### src/rtl/sdp_be_client.sv
// Byte-enable client for a simple-dual-port RAM: pass-through write port,
// one-cycle read pipeline, write-collision lane merge and 2-entry response FIFO.
module sdp_be_client #(
    parameter int ABITS     = 10,
    parameter int DBITS     = 32,
    parameter int BYTEWIDTH = 8,
    parameter int NBYTES    = DBITS / BYTEWIDTH
) (
    input  logic              clk,
    input  logic              rst_n,
    input  logic              wr_valid,
    output logic              wr_ready,
    input  logic [ABITS-1:0]  wr_addr,
    input  logic [DBITS-1:0]  wr_data,
    input  logic [NBYTES-1:0] wr_be,
    input  logic              rd_valid,
    output logic              rd_ready,
    input  logic [ABITS-1:0]  rd_addr,
    output logic              rsp_valid,
    input  logic              rsp_ready,
    output logic [DBITS-1:0]  rsp_data,
    output logic              ram_we,
    output logic [NBYTES-1:0] ram_be,
    output logic [ABITS-1:0]  ram_wa,
    output logic [DBITS-1:0]  ram_wd,
    output logic [ABITS-1:0]  ram_ra,
    input  logic [DBITS-1:0]  ram_rd
);

    logic              ready_q, ready_d;
    logic              inflight_q, inflight_d;
    logic [NBYTES-1:0] coll_be_q, coll_be_d;
    logic [DBITS-1:0]  coll_data_q, coll_data_d;
    logic [DBITS-1:0]  buf_q [2];
    logic [DBITS-1:0]  buf_d [2];
    logic              wptr_q, wptr_d;
    logic              rptr_q, rptr_d;
    logic [1:0]        count_q, count_d;

    logic              wr_fire;
    logic              rd_fire;
    logic              pop;
    logic [1:0]        occ;
    logic [DBITS-1:0]  cap_data;

    assign wr_ready  = ready_q;
    assign ram_we    = wr_fire;
    assign ram_be    = wr_fire ? wr_be : '0;
    assign ram_wa    = wr_addr;
    assign ram_wd    = wr_data;
    assign ram_ra    = rd_addr;
    assign rsp_valid = (count_q != 2'd0);
    assign rsp_data  = buf_q[rptr_q];

    always_comb begin
        wr_fire  = wr_valid && ready_q;
        pop      = (count_q != 2'd0) && rsp_ready;
        occ      = count_q + {1'b0, inflight_q};
        // A pop this cycle frees a slot in time for the new read's capture.
        rd_ready = ready_q && ((occ < 2'd2) || ((occ == 2'd2) && pop));
        rd_fire  = rd_valid && rd_ready;

        ready_d     = 1'b1;
        inflight_d  = rd_fire;
        coll_be_d   = (rd_fire && wr_fire && (rd_addr == wr_addr)) ? wr_be : '0;
        coll_data_d = wr_data;

        // RAM returns pre-write data on a same-cycle collision; patch the written lanes.
        cap_data = ram_rd;
        for (int i = 0; i < NBYTES; i++) begin
            if (coll_be_q[i]) begin
                cap_data[i*BYTEWIDTH +: BYTEWIDTH] = coll_data_q[i*BYTEWIDTH +: BYTEWIDTH];
            end
        end

        buf_d   = buf_q;
        wptr_d  = wptr_q;
        rptr_d  = rptr_q;
        count_d = count_q;
        if (inflight_q) begin
            buf_d[wptr_q] = cap_data;
            wptr_d        = ~wptr_q;
        end
        if (pop) begin
            rptr_d = ~rptr_q;
        end
        case ({inflight_q, pop})
            2'b10:   count_d = count_q + 2'd1;
            2'b01:   count_d = count_q - 2'd1;
            default: count_d = count_q;
        endcase
    end

    always_ff @(posedge clk or negedge rst_n) begin
        if (!rst_n) begin
            ready_q    <= 1'b0;
            inflight_q <= 1'b0;
            coll_be_q  <= '0;
            wptr_q     <= 1'b0;
            rptr_q     <= 1'b0;
            count_q    <= 2'd0;
        end else begin
            ready_q    <= ready_d;
            inflight_q <= inflight_d;
            coll_be_q  <= coll_be_d;
            wptr_q     <= wptr_d;
            rptr_q     <= rptr_d;
            count_q    <= count_d;
        end
    end

    // Data-only storage; validity is carried entirely by the control flops above.
    always_ff @(posedge clk) begin
        coll_data_q <= coll_data_d;
        buf_q       <= buf_d;
    end

endmodule

### config.mk
export PLATFORM = sky130hd
export DESIGN_NAME = sdp_be_client
export DESIGN_NICKNAME = d
export VERILOG_FILES = /design/src/rtl/sdp_be_client.sv
export SDC_FILE = /design/constraint.sdc
export NUM_CORES = 1
export LEC_CHECK = 0
export CAP_MARGIN = 10
export CORE_ASPECT_RATIO = 0.7
export CORE_MARGIN = 8
export CORE_UTILIZATION = 46
export DETAILED_ROUTE_END_ITERATION = 12
export GPL_TIMING_DRIVEN = 1
export HOLD_SLACK_MARGIN = 0.08
export PLACE_DENSITY = 0.95
export SYNTH_ARGS = -nofsm -noshare
export SYNTH_HDL_FRONTEND = slang
export SYNTH_SLANG_ARGS = --single-unit
export TNS_END_PERCENT = 1
### constraint.sdc
create_clock -name clk -period 3.7 [get_ports clk]
set_input_delay 0.74 -clock clk [delete_from_list [all_inputs] [get_ports clk]]
set_output_delay 0.74 -clock clk [all_outputs]
set_load 0.02 [all_outputs]
## Word-level counts from Yosys, hierarchy flattened

Cells that the tools add are included.

- Muxes and demuxes: 13
- Bitwise logic cells: 4
- $lt $le $gt $ge: 4
- Eq/ne operators: 4
- $add $sub $neg: 3
- Reductions and logical operators: 11

Operators with widths:

| kind | count |
|---|---|
| 2-to-1 mux 32 bit | 4 |
| bitwise mux 64 bit | 1 |
| demux 32 bit (select 1 bit) | 1 |
| 2-to-1 mux 8 bit | 4 |
| == test 10 bit | 1 |
| logical AND 1 bit | 8 |
| 2-to-1 mux 4 bit | 2 |
| == test 2 bit, second input constant | 2 |
| >= comparator 2 bit, second input constant | 2 |
| inverter 1 -> 2 bit | 2 |
| case mux 2 bit (2 select lines) | 1 |
| nonzero test 2 bit | 2 |
| adder 2 x 1 -> 2 bit | 1 |
| adder 2 x 1 -> 2 bit, second input constant | 1 |
| == test 2 x 1 -> 1 bit, second input constant | 1 |
| less-than comparator 2 x 1 -> 1 bit, second input constant | 1 |
| less-than comparator 2 bit, second input constant | 1 |
| inverter 1 bit | 2 |
| subtractor 2 x 1 -> 2 bit, second input constant | 1 |
| logical OR 1 bit | 1 |

- Bits of input ports: 93
- Flip-flop bits (word level): 106

## Longest topological paths before layout

- Depth after elaboration: 9
- Gate-level depth with buffers: 6

## Least setup slack after synthesis

No wires, ideal clock.

- Path kind: flip-flop to flip-flop
- Start: reg inflight_q
- End: reg buf_q[32] (netlist name), enable pin
- Slack: 1.482 ns
- Required time: 3.279 ns
- Period minus slack after synthesis: 2.218 ns
- Arrival time: 1.797 ns
- Cell stages (with the launch flop): 3
- Setup time: 0.421 ns
- Path buffers: 0
- Cells stage by stage: dfrtp_1 -> inv_1 -> nor2_1

RTL lines:

| element | RTL line | RTL |
|---|---|---|
| from (decl) | 31 | `logic inflight_q, inflight_d;` |
| from (signal assigned) | 104 | `inflight_q <= inflight_d;` |
| to (signal assigned) | 115 | `buf_q <= buf_d;` |
| to (decl) | 34 | `logic [DBITS-1:0] buf_q [2];` |

No word-level cell between the ends.

## Worst setup path after layout

- Start: reg rptr_q
- End: out rsp_data[1]

- Longest elaborated chain between the ends: 4

RTL lines:

| element | RTL line | RTL |
|---|---|---|
| from (decl) | 37 | `logic rptr_q, rptr_d;` |
| from (signal assigned) | 107 | `rptr_q <= rptr_d;` |
| inverter 1 -> 2 bit (not written as such) | 53 | `assign rsp_data = buf_q[rptr_q];` |
| 2-to-1 mux 32 bit (not written as such) (3 in a row) | 53 |  |
| to (decl) | 21 | `output logic [DBITS-1:0] rsp_data,` |

Every way passes these cells. The select of a mux whose other input is x is not followed.

==> implementation parameters <==
Parameter                              Value

Yosys
  Mux share of post-synthesis cell area ... 0.168
  Main flop type after synthesis ... edfxtp_1
  FF+latch count, synth ... between 100 and 150
  Largest cells by area after synthesis ... edfxtp_1 (45%), mux2_2 (17%), dfxtp_1 (15%), buf_4 (9.1%), dfrtp_1 (5.8%)
  Post-synth ARST share ... 0.0943
  Syn. warnings ... 0
  Proportion of synthesized chip area in sequential cells ... 0.655
  Net count after synthesis ... 370
  Cells after Synth ... between 200 and 300
  Simple-gate share of the synthesized area ... 0.0352
  Largest area contributor in the synthesized netlist ... edfxtp_1
  Mean Syn Cell Area ... between 15 and 20 um^2
  Share of the synthesized netlist area taken by xor and xnor gates ... 0.0306
  Post-synth EDFFs ... 64
  Share of the synthesized area in the top cell type ... 0.447
  Largest family of logic cells by synthesized area ... multiplexers
  Cell area after synthesis ... between 4000 and 5000 um^2
  Top cells by instance count after synthesis ... edfxtp_1 (64), mux2_2 (64), buf_4 (52), dfxtp_1 (32), dfrtp_1 (10)
  Unique masters post-synth ... 25
  Fraction of the mapped netlist area in adder cells ... 0.00583
  Area fraction in compound gates after synthesis ... 0.00350

Clock tree
  Post-cts hold buffer count ... 0
  Clock transition at the register clock pins on the worst setup and hold paths after CTS ... approximately 70 ps
  H-tree Lvls ... 3
  Cts repair resizes ... 0
  CTS Root Cell ... clkbuf_16
  Insertion delay to the later sink of the worst-skew pair ... ~330 ps
  CTS tree ... yes
  Buffers inserted by post-CTS timing repair ... 0
  Maximum clock path buffer count ... 2
  Total clock sinks ... 106
  Total CTS buffers ... 9

Setup path
  Startpoint type of the worst setup path ... flip-flop
  Crit path required time ... roughly 3000 ps
  Origin of the worst setup path ... rptr_q
  Slowest stage cell on the critical path ... dfrtp_1
  Origin of the critical flop-to-flop path ... count_q[0]
  Slowest cell delay on critical path ... around 730 ps
  Crit path buffers/inverters ... 2
  Crit. End Element ... output pin
  Crit path arrival time ... about 2200 ps
  Kind of cell with the highest combined delay on the critical path ... buffers and inverters
  Classification of the worst setup path ... reg2out
  Top fanout value on the critical path ... 21
  Cell breakdown of the critical path ... buf_12, mux2_2, clkdlybuf4s50_1

Finish
  Layout net count ... 506
  Fraction of final layout cells sized beyond drive strength 1 ... 0.212
  Diode count ... 0
  Area growth from synthesis to layout ... 45.3%

Drt
  Initial drt markers ... slightly below 100
  Final antenna-violating net count ... 0
  Wirelength, routed ... slightly below 10 mm
  Vias per Instance ... between 4 and 5
  Number of detailed-route iterations in the first pass ... 2
  Detailed-route via count ... about 2,500
  Routed len/inst ... ~18 um
  DRC violation count after routing ... 0

Timing
  Worst relative slew slack ... 0.376
  Final Hold Fails ... 0
  Final count of negative-setup-slack endpoints ... 0
  Crit path time final ... 2980 ps
  RSZ-0062 raised after global routing ... false
  Actual transition at the worst max-transition pin ... between 900 and 1000 ps
  Post-route fraction of the period consumed by the critical path ... 0.806
  Worst setup skew after layout ... 4.80 ps
  Number of max-slew violations in the final report ... 0
  F_max ... between 300 and 400 MHz
  Setup total negative slack ... 0 ps
  WHS ... 511 ps

Hold path
  Worst min-delay path category ... reg2reg
  Hold path startpoint ... count_q[1]

GRT
  Number of antenna violations at the first check in global routing ... 0
  GRT overflow ... 0
  Maximum number of pins on one net before global-route repair ... 33
  Global-route usage over all layers ... 0.154
  Wire length of the first global-routing pass ... 15.3 mm
  Number of global-route vias before repair ... 2,924

Place
  Post-DP HPWL ... ~7.5 mm
  GPL Wtd Cong ... around 0.75
  Buffers on Ports ... 184

Floorplanning
  Initial standard-cell utilization of the core ... 0.474
  Y dimension of the die ... 96.9 um
  DIE AREA ... between 10,000 and 15,000 um^2
  Number of placement rows ... 29
  Die span in x ... roughly 130 um
  Core area ... 9070 um^2
  Top-level port count ... 185

Flow run
  Total of max-cap violations ... 0

Power and ir drop
  Areal power density over the cells ... just under 600 nW/um^2
  Maximum ir drop on the vdd rail ... around 0.3 mV
  Static Leakage ... 2.28 nW

Outcome
  Outcome ... finished, final reports clean
## cell type report
| cell class | instances | area (um^2) |
|---|---|---|
| clock buffer | 11 | 243 |
| inverter | 3 | 11.3 |
| multi-input combinational | 106 | 1060 |
| timing repair buffer | 185 | 1860 |
| tap | 124 | 155 |
| sequential | 106 | 2810 |
| clock inverter | 5 | 103 |
| fill | 619 | 2830 |
## state kept, by name, summed over array words and instances, names as in the netlist
| name | cells |
|---|---|
| rptr_q | 1 |
| wptr_q | 1 |
| coll_data_q | 32 |
| coll_be_q | 4 |
| inflight_q | 1 |
| count_q | 2 |
| wr_ready | 1 |
| buf_q | 64 |
## metrics by stage
step | utilization | setup WS, ps | power (mW) | std cells | instance area (um^2)
2_1_floorplan | - | 1480 | 2.11 | 275 | 4300
3_3_place_gp | 0.650 | 771 | 2.60 | 524 | 5900
3_5_place_dp | 0.650 | 735 | 2.62 | 524 | 5900
4_1_cts | 0.688 | 679 | 3.71 | 540 | 6240
5_1_grt | 0.688 | 602 | 3.81 | 540 | 6240
6_report | 0.688 | 718 | 3.66 | 540 | 6240
## final timing paths
| kind | to | slack (ps) | cells past startpoint |
|---|---|---|---|
| setup / recovery | rsp_data[1] | 720 | 3 |
| hold / removal | count_q[1] | 510 | 1 |
| setup reg to reg | coll_be_q[2] | 1900 | 5 |
| hold reg to reg | count_q[1] | 510 | 1 |
| max in group asynchronous | coll_be_q[2] | 2680 | 1 |
| min in group asynchronous | inflight_q | 710 | 1 |
## worst reg2reg max path, cell delays in order (launching register included)
cell and delay [ps]:
dfrtp_1 450, ha_1 310, and3b_1 230, o221ai_2 140
nor4_2 380, and3_1 230
## cells by family (layout without fill, tap and decap cells)
group,Yosys count,count (layout)
simple gates,23,23
mux,64,64
other cells,1,1
flops,106,106
compound gates,1,1
buf+inv,63,204
xor+xnor,15,15
fa+ha+maj,2,2
## metal layers
metal	vias to the layer above	track usage	share of wire
li1	1206	-	-
met1	1178	0.152	0.38
met2	124	0.273	0.51
met3	7	0.0852	0.095
met4	0	0.0422	0.0093
met5	-	0	0
## where the power goes
part	leakage, nW	internal [mW]	switching (mW)	total (mW)
clock network	0.166	0.679	0.397	1.08
registers	0.981	1.40	0.0792	1.48
logic	1.13	0.598	0.507	1.10
total	2.28	2.67	0.983	3.66
## placed cells by master (no fill, tap or decap), drive strengths merged, types with 6 or more instances in the layout
master,count
mux2,64
edfxtp,64
dfrtp,10
xor2,6
clkdlybuf4s50,184
and3,8
xnor2,9
clkbuf,11
dfxtp,32
No activity file was read; power rests on OpenSTA's default activity.
